$ cat config.mk
export PLATFORM = sky130hd
export DESIGN_NAME = spi_ctrl
export DESIGN_NICKNAME = d
export VERILOG_FILES = /design/src/rtl/spi_pkg.sv /design/src/rtl/spi_edge_det.sv /design/src/rtl/spi_ctrl.sv
export SDC_FILE = /design/constraint.sdc
export NUM_CORES = 1
export LEC_CHECK = 0
export BUFFER_PORTS_ARGS = -buffer_cell sky130_fd_sc_hd__buf_2
export CAP_MARGIN = 20
export CELL_PAD_IN_SITES_DETAIL_PLACEMENT = 0
export CELL_PAD_IN_SITES_GLOBAL_PLACEMENT = 2
export CORE_MARGIN = 4
export CORE_UTILIZATION = 41
export DETAILED_ROUTE_END_ITERATION = 8
export HOLD_SLACK_MARGIN = 0.03
export MAX_ROUTING_LAYER = met4
export PLACE_DENSITY = 0.89
export SKIP_CTS_REPAIR_TIMING = 1
export SYNTH_ARGS = -nofsm -noshare
export SYNTH_HDL_FRONTEND = slang
export SYNTH_HIERARCHICAL = 1
export SYNTH_SLANG_ARGS = --single-unit
$ cat constraint.sdc
create_clock -name clk -period 13.1 [get_ports clk]
set_clock_uncertainty 0.2 [all_clocks]
set_input_delay 2.62 -clock clk [delete_from_list [all_inputs] [get_ports clk]]
set_output_delay 2.62 -clock clk [all_outputs]
set_load 0.005 [all_outputs]
$ cat src/rtl/spi_pkg.sv
// -----------------------------------------------------------------------------
// spi_pkg
// Shared types for the SPI master controller:
//   t_spi_if_ro : request/config from the register/FIFO front end
//   t_spi_if_ri : status and read data back to the front end
//   t_spi_state : controller state encoding
//   msb_idx()   : word-length code -> index of the first (MSB) bit
// -----------------------------------------------------------------------------
package spi_pkg;

  typedef struct packed {
    logic        strt;      // level start, looked at in IDLE only
    logic [31:0] rwdata;    // current write word
    logic [1:0]  wd_len;    // write word is 8*(wd_len+1) bits
    logic        wd_lst;    // current write word is the last one
    logic        wd_empty;  // no write word available
    logic        rdata_en;  // run a read phase
    logic [1:0]  rd_len;    // read word is 8*(rd_len+1) bits
    logic        rd_lst;    // current read word is the last one
    logic [1:0]  slv_sel;   // slave select, captured at start
  } t_spi_if_ro;

  typedef struct packed {
    logic        busy;      // out of IDLE
    logic        wd_rd;     // write-word pop
    logic [31:0] rdata;     // right-aligned read word
    logic        rdata_vld; // rdata strobe
    logic        done;      // transaction finished
    logic        tmo;       // watchdog abort
    logic [1:0]  slv_sel;   // captured slave select
  } t_spi_if_ri;

  typedef enum logic [2:0] {
    S_IDLE,
    S_CS_SETUP,
    S_WR_LOAD,
    S_WR_SHIFT,
    S_RD_LOAD,
    S_RD_SHIFT,
    S_CS_HOLD,
    S_GAP
  } t_spi_state;

  localparam int CNT_W = 4;

  // Word of 8*(len+1) bits: its MSB sits at index 8*(len+1)-1 = {len, 3'b111}.
  function automatic logic [4:0] msb_idx(input logic [1:0] len);
    return {len, 3'b111};
  endfunction

endpackage

$ cat src/rtl/spi_edge_det.sv
// -----------------------------------------------------------------------------
// spi_edge_det
// Rising-edge detector in the i_clk domain.
//   i_clk  : system clock
//   i_rst  : asynchronous active-high reset
//   i_sig  : level input (strobe or tick)
//   o_rise : high for the one i_clk cycle in which i_sig is seen rising
// -----------------------------------------------------------------------------
module spi_edge_det (
  input  logic i_clk,
  input  logic i_rst,
  input  logic i_sig,
  output logic o_rise
);

  logic r_prev;

  always_ff @(posedge i_clk or posedge i_rst) begin
    if (i_rst) r_prev <= 1'b0;
    else       r_prev <= i_sig;
  end

  assign o_rise = i_sig & ~r_prev;

endmodule

$ cat src/rtl/spi_ctrl.sv
// -----------------------------------------------------------------------------
// spi_ctrl
// Single-chip-select SPI master. One transaction per start: optional write
// phase (1+ words), optional read phase (1+ words), framed by spi_csn.
// Bit timing comes from clk_en rising edges; everything runs on clk.
//   clk, rst     : system clock, asynchronous active-high reset
//   clk_en       : SPI half-period step strobe (rising edge = one step)
//   clk_1k_fp    : 1 kHz watchdog tick (rising edge = one tick)
//   spi_csn/clk/mosi/miso : SPI pins
//   r_spi_cpha/cpol : clock mode, captured when leaving IDLE
//   spi_ifi_ro   : request/config struct in
//   spi_ifi_ri   : status/read-data struct out
// -----------------------------------------------------------------------------
module spi_ctrl
  import spi_pkg::*;
#(
  parameter int CS_SETUP_HT = 1,  // half-periods csn-low -> first edge, last edge -> csn-high
  parameter int CS_GAP_HT   = 2   // minimum csn-high half-periods between transactions
) (
  input  logic       clk,
  input  logic       rst,
  input  logic       clk_en,
  input  logic       clk_1k_fp,
  output logic       spi_csn,
  output logic       spi_clk,
  output logic       spi_mosi,
  input  logic       spi_miso,
  input  logic       r_spi_cpha,
  input  logic       r_spi_cpol,
  input  t_spi_if_ro spi_ifi_ro,
  output t_spi_if_ri spi_ifi_ri
);

  localparam logic [CNT_W-1:0] SETUP_LAST = CNT_W'(CS_SETUP_HT - 1);
  localparam logic [CNT_W-1:0] GAP_LAST   = CNT_W'(CS_GAP_HT - 1);

  logic w_step;
  logic w_tick;

  spi_edge_det u_step_det (
    .i_clk  (clk),
    .i_rst  (rst),
    .i_sig  (clk_en),
    .o_rise (w_step)
  );

  spi_edge_det u_tick_det (
    .i_clk  (clk),
    .i_rst  (rst),
    .i_sig  (clk_1k_fp),
    .o_rise (w_tick)
  );

  t_spi_state       r_state;
  logic [CNT_W-1:0] r_cnt;      // half-period counter for setup/hold/gap
  logic             r_cpol;
  logic             r_cpha;
  logic             r_sclk_ph;  // 0 = spi_clk at idle level, 1 = active level
  logic             r_csn;
  logic             r_mosi;
  logic [4:0]       r_bit;      // index of the bit currently on the wire
  logic [31:0]      r_sh;       // write word being shifted out
  logic [31:0]      r_rd;       // read bits gathered so far
  logic             r_wlst;
  logic             r_rlst;
  logic             r_wdog;     // one tick already seen while stalled
  t_spi_if_ri       r_ri;

  logic        w_lead;
  logic        w_trail;
  logic [31:0] w_rd_nxt;
  logic [4:0]  w_bit_dn;

  // r_sclk_ph tells which edge the next step produces.
  assign w_lead   = w_step & ~r_sclk_ph;
  assign w_trail  = w_step &  r_sclk_ph;
  assign w_rd_nxt = {r_rd[30:0], spi_miso};
  assign w_bit_dn = r_bit - 5'd1;

  // Outside a transaction spi_clk tracks the live cpol input so that it
  // shows the idle level even while rst is held.
  assign spi_clk    = r_ri.busy ? (r_cpol ^ r_sclk_ph) : r_spi_cpol;
  assign spi_csn    = r_csn;
  assign spi_mosi   = r_mosi;
  assign spi_ifi_ri = r_ri;

  always_ff @(posedge clk or posedge rst) begin
    if (rst) begin
      r_state   <= S_IDLE;
      r_cnt     <= '0;
      r_cpol    <= 1'b0;
      r_cpha    <= 1'b0;
      r_sclk_ph <= 1'b0;
      r_csn     <= 1'b1;
      r_mosi    <= 1'b0;
      r_bit     <= '0;
      r_sh      <= '0;
      r_rd      <= '0;
      r_wlst    <= 1'b0;
      r_rlst    <= 1'b0;
      r_wdog    <= 1'b0;
      r_ri      <= '0;
    end else begin
      r_ri.wd_rd     <= 1'b0;
      r_ri.rdata_vld <= 1'b0;
      r_ri.done      <= 1'b0;
      r_ri.tmo       <= 1'b0;

      case (r_state)
        S_IDLE: begin
          if (w_step && spi_ifi_ro.strt) begin
            r_cpol       <= r_spi_cpol;
            r_cpha       <= r_spi_cpha;
            r_ri.slv_sel <= spi_ifi_ro.slv_sel;
            r_ri.busy    <= 1'b1;
            r_csn        <= 1'b0;
            r_mosi       <= 1'b0;
            r_sclk_ph    <= 1'b0;
            r_cnt        <= '0;
            r_wdog       <= 1'b0;
            r_state      <= S_CS_SETUP;
          end
        end

        S_CS_SETUP: begin
          if (w_step) begin
            if (r_cnt == SETUP_LAST) begin
              r_cnt <= '0;
              if (!spi_ifi_ro.wd_empty)     r_state <= S_WR_LOAD;
              else if (spi_ifi_ro.rdata_en) r_state <= S_RD_LOAD;
              else                          r_state <= S_CS_HOLD;
            end else begin
              r_cnt <= r_cnt + CNT_W'(1);
            end
          end
        end

        // Not gated by clk_en: a word present is loaded the same cycle.
        S_WR_LOAD: begin
          if (!spi_ifi_ro.wd_empty) begin
            r_sh       <= spi_ifi_ro.rwdata;
            r_bit      <= msb_idx(spi_ifi_ro.wd_len);
            r_wlst     <= spi_ifi_ro.wd_lst;
            r_ri.wd_rd <= 1'b1;
            r_wdog     <= 1'b0;
            // cpha=0 needs the MSB on the wire before the first leading edge.
            if (!r_cpha) r_mosi <= spi_ifi_ro.rwdata[msb_idx(spi_ifi_ro.wd_len)];
            r_state    <= S_WR_SHIFT;
          end else if (w_tick) begin
            if (r_wdog) begin
              r_ri.tmo <= 1'b1;
              r_wdog   <= 1'b0;
              r_cnt    <= '0;
              r_state  <= S_CS_HOLD;
            end else begin
              r_wdog <= 1'b1;
            end
          end
        end

        S_WR_SHIFT: begin
          if (w_step) begin
            r_sclk_ph <= ~r_sclk_ph;
            if (w_lead) begin
              if (r_cpha) r_mosi <= r_sh[r_bit];
            end else if (w_trail) begin
              if (r_bit == '0) begin
                r_cnt <= '0;
                if (!r_wlst)                  r_state <= S_WR_LOAD;
                else if (spi_ifi_ro.rdata_en) r_state <= S_RD_LOAD;
                else                          r_state <= S_CS_HOLD;
              end else begin
                r_bit <= w_bit_dn;
                if (!r_cpha) r_mosi <= r_sh[w_bit_dn];
              end
            end
          end
        end

        S_RD_LOAD: begin
          r_rd    <= '0;
          r_bit   <= msb_idx(spi_ifi_ro.rd_len);
          r_rlst  <= spi_ifi_ro.rd_lst;
          r_mosi  <= 1'b0;
          r_state <= S_RD_SHIFT;
        end

        S_RD_SHIFT: begin
          if (w_step) begin
            r_sclk_ph <= ~r_sclk_ph;
            if (w_lead) begin
              if (!r_cpha) r_rd <= w_rd_nxt;
            end else if (w_trail) begin
              if (r_cpha) r_rd <= w_rd_nxt;
              if (r_bit == '0) begin
                // For cpha=1 the last bit is sampled on this very edge.
                r_ri.rdata     <= r_cpha ? w_rd_nxt : r_rd;
                r_ri.rdata_vld <= 1'b1;
                r_cnt          <= '0;
                r_state        <= r_rlst ? S_CS_HOLD : S_RD_LOAD;
              end else begin
                r_bit <= w_bit_dn;
              end
            end
          end
        end

        S_CS_HOLD: begin
          if (w_step) begin
            if (r_cnt == SETUP_LAST) begin
              r_csn     <= 1'b1;
              r_ri.done <= 1'b1;
              r_cnt     <= '0;
              r_state   <= S_GAP;
            end else begin
              r_cnt <= r_cnt + CNT_W'(1);
            end
          end
        end

        S_GAP: begin
          if (w_step) begin
            if (r_cnt == GAP_LAST) begin
              r_ri.busy <= 1'b0;
              r_state   <= S_IDLE;
            end else begin
              r_cnt <= r_cnt + CNT_W'(1);
            end
          end
        end

        default: r_state <= S_IDLE;
      endcase
    end
  end

endmodule

==> impl_metrics.toml <==
[run_status]
status = "finished clean"

[timing]
rsz0062_at_grt = "false"
drv_slew = 0
relSlewSlack_pct = 32.9
fin_hold_ws_ns = 0.275
fmax_mhz = 172
timing.final.crit_share_pct = 44.4
tns_ns = 0
hold_violations = 0
layout_min_cycle_time_ns = 5.81
setup_slack_ns = 7.29
finalSetupViolations = 0
tightestPinTransition_ns = 1.00

[placed_design]
io_buffers = 91
hpwl_um = 9200
dp_slack_ns = 7.29
gp_congestion = 0.871
placed_area_um2 = 6730

[die]
core_um2 = 14600
die_w_um = 130
die_y_um = 130
start_util_pct = 42.1
io_pins = 92
die_area_um2 = 17000
row_count = 44

[synth]
synth.avg_cell_area_um2 = 11.6
netlist.area_leader.share_pct = 50.6
ys_dominant_reg_cell = "dfrtp_1"
synthCells = 529
yosys.area.top_type = "dfrtp_1"
synth.ff_latch_count = 125
yosysSeqAreaShare_pct = 51.0
synth_fp_nets = 583
ys_top_cells_by_area = "dfrtp_1, mux2_2, mux2i_1"
synth.cell_area_um2 = 6140
synth.distinct_cells = 56
async_flop_share_pct = 100
ys_warn_count = 6
synth_edf_count = 0

[hold_path]
hold_depth = 2
hp-start = "spi_csn"
hold_path_class = "reg2reg"
min_to = "spi_csn"

[worst_setup_path]
worst-path-max-fanout = 2
endpoint_kind = "output port"
rr_endpoint = "spi_mosi"
regToRegSetupSlack_ns = 9.70
cp.required_ns = 10.28
reg2reg_from = "r_bit[0]"
arrival_ns = 2.99
cp-start-kind = "input port"
worstSetupPathType = "in2out"
ff2ff_path_depth = 7

[detailed_routing]
wl_per_cell_um = 16.8
viasPerCell = 5.44
wl_um = 13500
drt-initial-drc-count = 294
ant_nets = 0
vias = 4369
drc_errors = 0
drtPass1Iterations = 4

[layout]
postLayoutCoreUtil_pct = 50.1
fin_nets = 659
postLayoutCellArea_um2 = 7310
fillers = 1336
drive_above_1_share_pct = 31.2
final_common_cell = "dfrtp_1"
syn_to_final_growth_pct = 19.1
layout_common_cells = "dfrtp_1, buf_2, nor2_1"

[global_route]
grt_max_degree = 67
antenna_found_initial = 1
grt_first_pass_wirelength_um = 22400
overflow = 0
grt_use_total_pct = 17.3
first_global_vias = 4454

[pwr]
p_int_mw = 1.02
worst_ir_drop_vdd_mv = 0.110
net-switching-power_mw = 0.528
cellPowerDensity_nw_per_um2 = 211
p_sw_share_pct = 34.2
combPwrFrac_pct = 32.3
seq_power_share_pct = 38.5
total_leakage_power_nw = 3.43
pwr-share-clk_pct = 29.2

[clock_tree]
cts_sinks = 125
numCtsBuffers = 17
cts_tree = "yes"
cts_root_buf = "clkbuf_16"
cts_buffer_depth = 2
cts_htree_levels = 4
clk_pin_slew_worst_paths_ns = 0.05
clock_latency_ns = 0.42

[flow_run]
max_cap_violations = 0
worst max-delay path, stage by stage:
cell     delay (ns)
buf_2          0.10
nor2_1         0.09
a21oi_1        0.05
buf_2          0.14
how the worst max path moves through the flow:
stage / from / end / slack [ns] / cells past startpoint
after floorplan: rst / r_bit[0] / 7.01 / 1
after global placement: r_spi_cpol / spi_clk / 7.28 / 4
after detailed placement: r_spi_cpol / spi_clk / 7.29 / 4
after CTS: r_spi_cpol / spi_clk / 7.28 / 4
after global routing: r_spi_cpol / spi_clk / 7.25 / 4
final: r_spi_cpol / spi_clk / 7.29 / 4
layer usage:
layer  vias to the layer above  track usage [%]  part of all wire (%)  wire length (µm)
li1                       2099                -                     -                 -
met1                      2168             23.4                    46              6250
met2                        89             25.7                    48              6500
met3                        13             4.30                   4.2               571
met4                         0             5.75                   1.3               171
met5                         -                -                     0                 0
power by group through the flow:
stage	clock network, mW	registers [mW]	logic, mW
after floorplan	0	0.516	0.464
after global placement	0	0.595	0.487
after detailed placement	0	0.601	0.499
after CTS	0.462	0.595	0.502
after global routing	0.481	0.611	0.547
final	0.451	0.594	0.498
area by class of cell:
type / count / area, µm² / share of cell area, %
inverter: 14 / 55.1 / 0.753
clock buffer: 18 / 439 / 6.01
timing repair buffer: 96 / 513 / 7.02
clock inverter: 14 / 136 / 1.87
antenna: 1 / 2.50 / 0.0342
tap: 184 / 230 / 3.15
sequential: 125 / 3130 / 42.8
multi-input combinational: 351 / 2800 / 38.3
metrics by stage:
step	std cells	power [mW]
after floorplan	529	0.980
after global placement	769	1.08
after detailed placement	770	1.10
after CTS	802	1.56
after global routing	803	1.64
final	803	1.54
Yosys cell counts (all sizes together), types with 2 or more instances:
library cell	number
a21oi	39
a22o	33
a22oi	2
a31oi	4
and3	3
and4	3
buf	10
clkbuf	29
dfrtp	124
ha	4
inv	14
mux2	44
mux2i	38
mux4	16
nand2	24
nand2b	4
nand3	11
nand4	2
nor2	49
nor2b	8
nor3	6
nor3b	3
o2111ai	3
o21a	2
o21ai	19
o21bai	2
o22ai	3
o31ai	3
o32ai	2
or2	3
xnor2	3
kinds of logic after synthesis:
logic type | Yosys count | synth area share (%)
multiplexers | 98 | 20.7
AND/OR/NAND/NOR | 122 | 9.76
buffers and inverters | 53 | 3.57
adder cells (fa/ha/maj) | 4 | 0.815
flip-flops | 125 | 51.0
XOR/XNOR | 4 | 0.571
AO/OA/AOI/OAI | 123 | 13.6
state kept, by name, indices dropped and copies added (netlist names):
name / flops
r_bit: 5
r_cnt: 4
r_cpha: 1
r_cpol: 1
r_rd: 32
r_rlst: 1
r_sclk_ph: 1
r_sh: 32
r_state: 3
r_wdog: 1
r_wlst: 1
spi_csn: 1
spi_ifi_ri: 39
spi_mosi: 1
u_step_det/r_prev: 1
u_tick_det/r_prev: 1
Note: power is estimated with default switching activity, not from simulation.
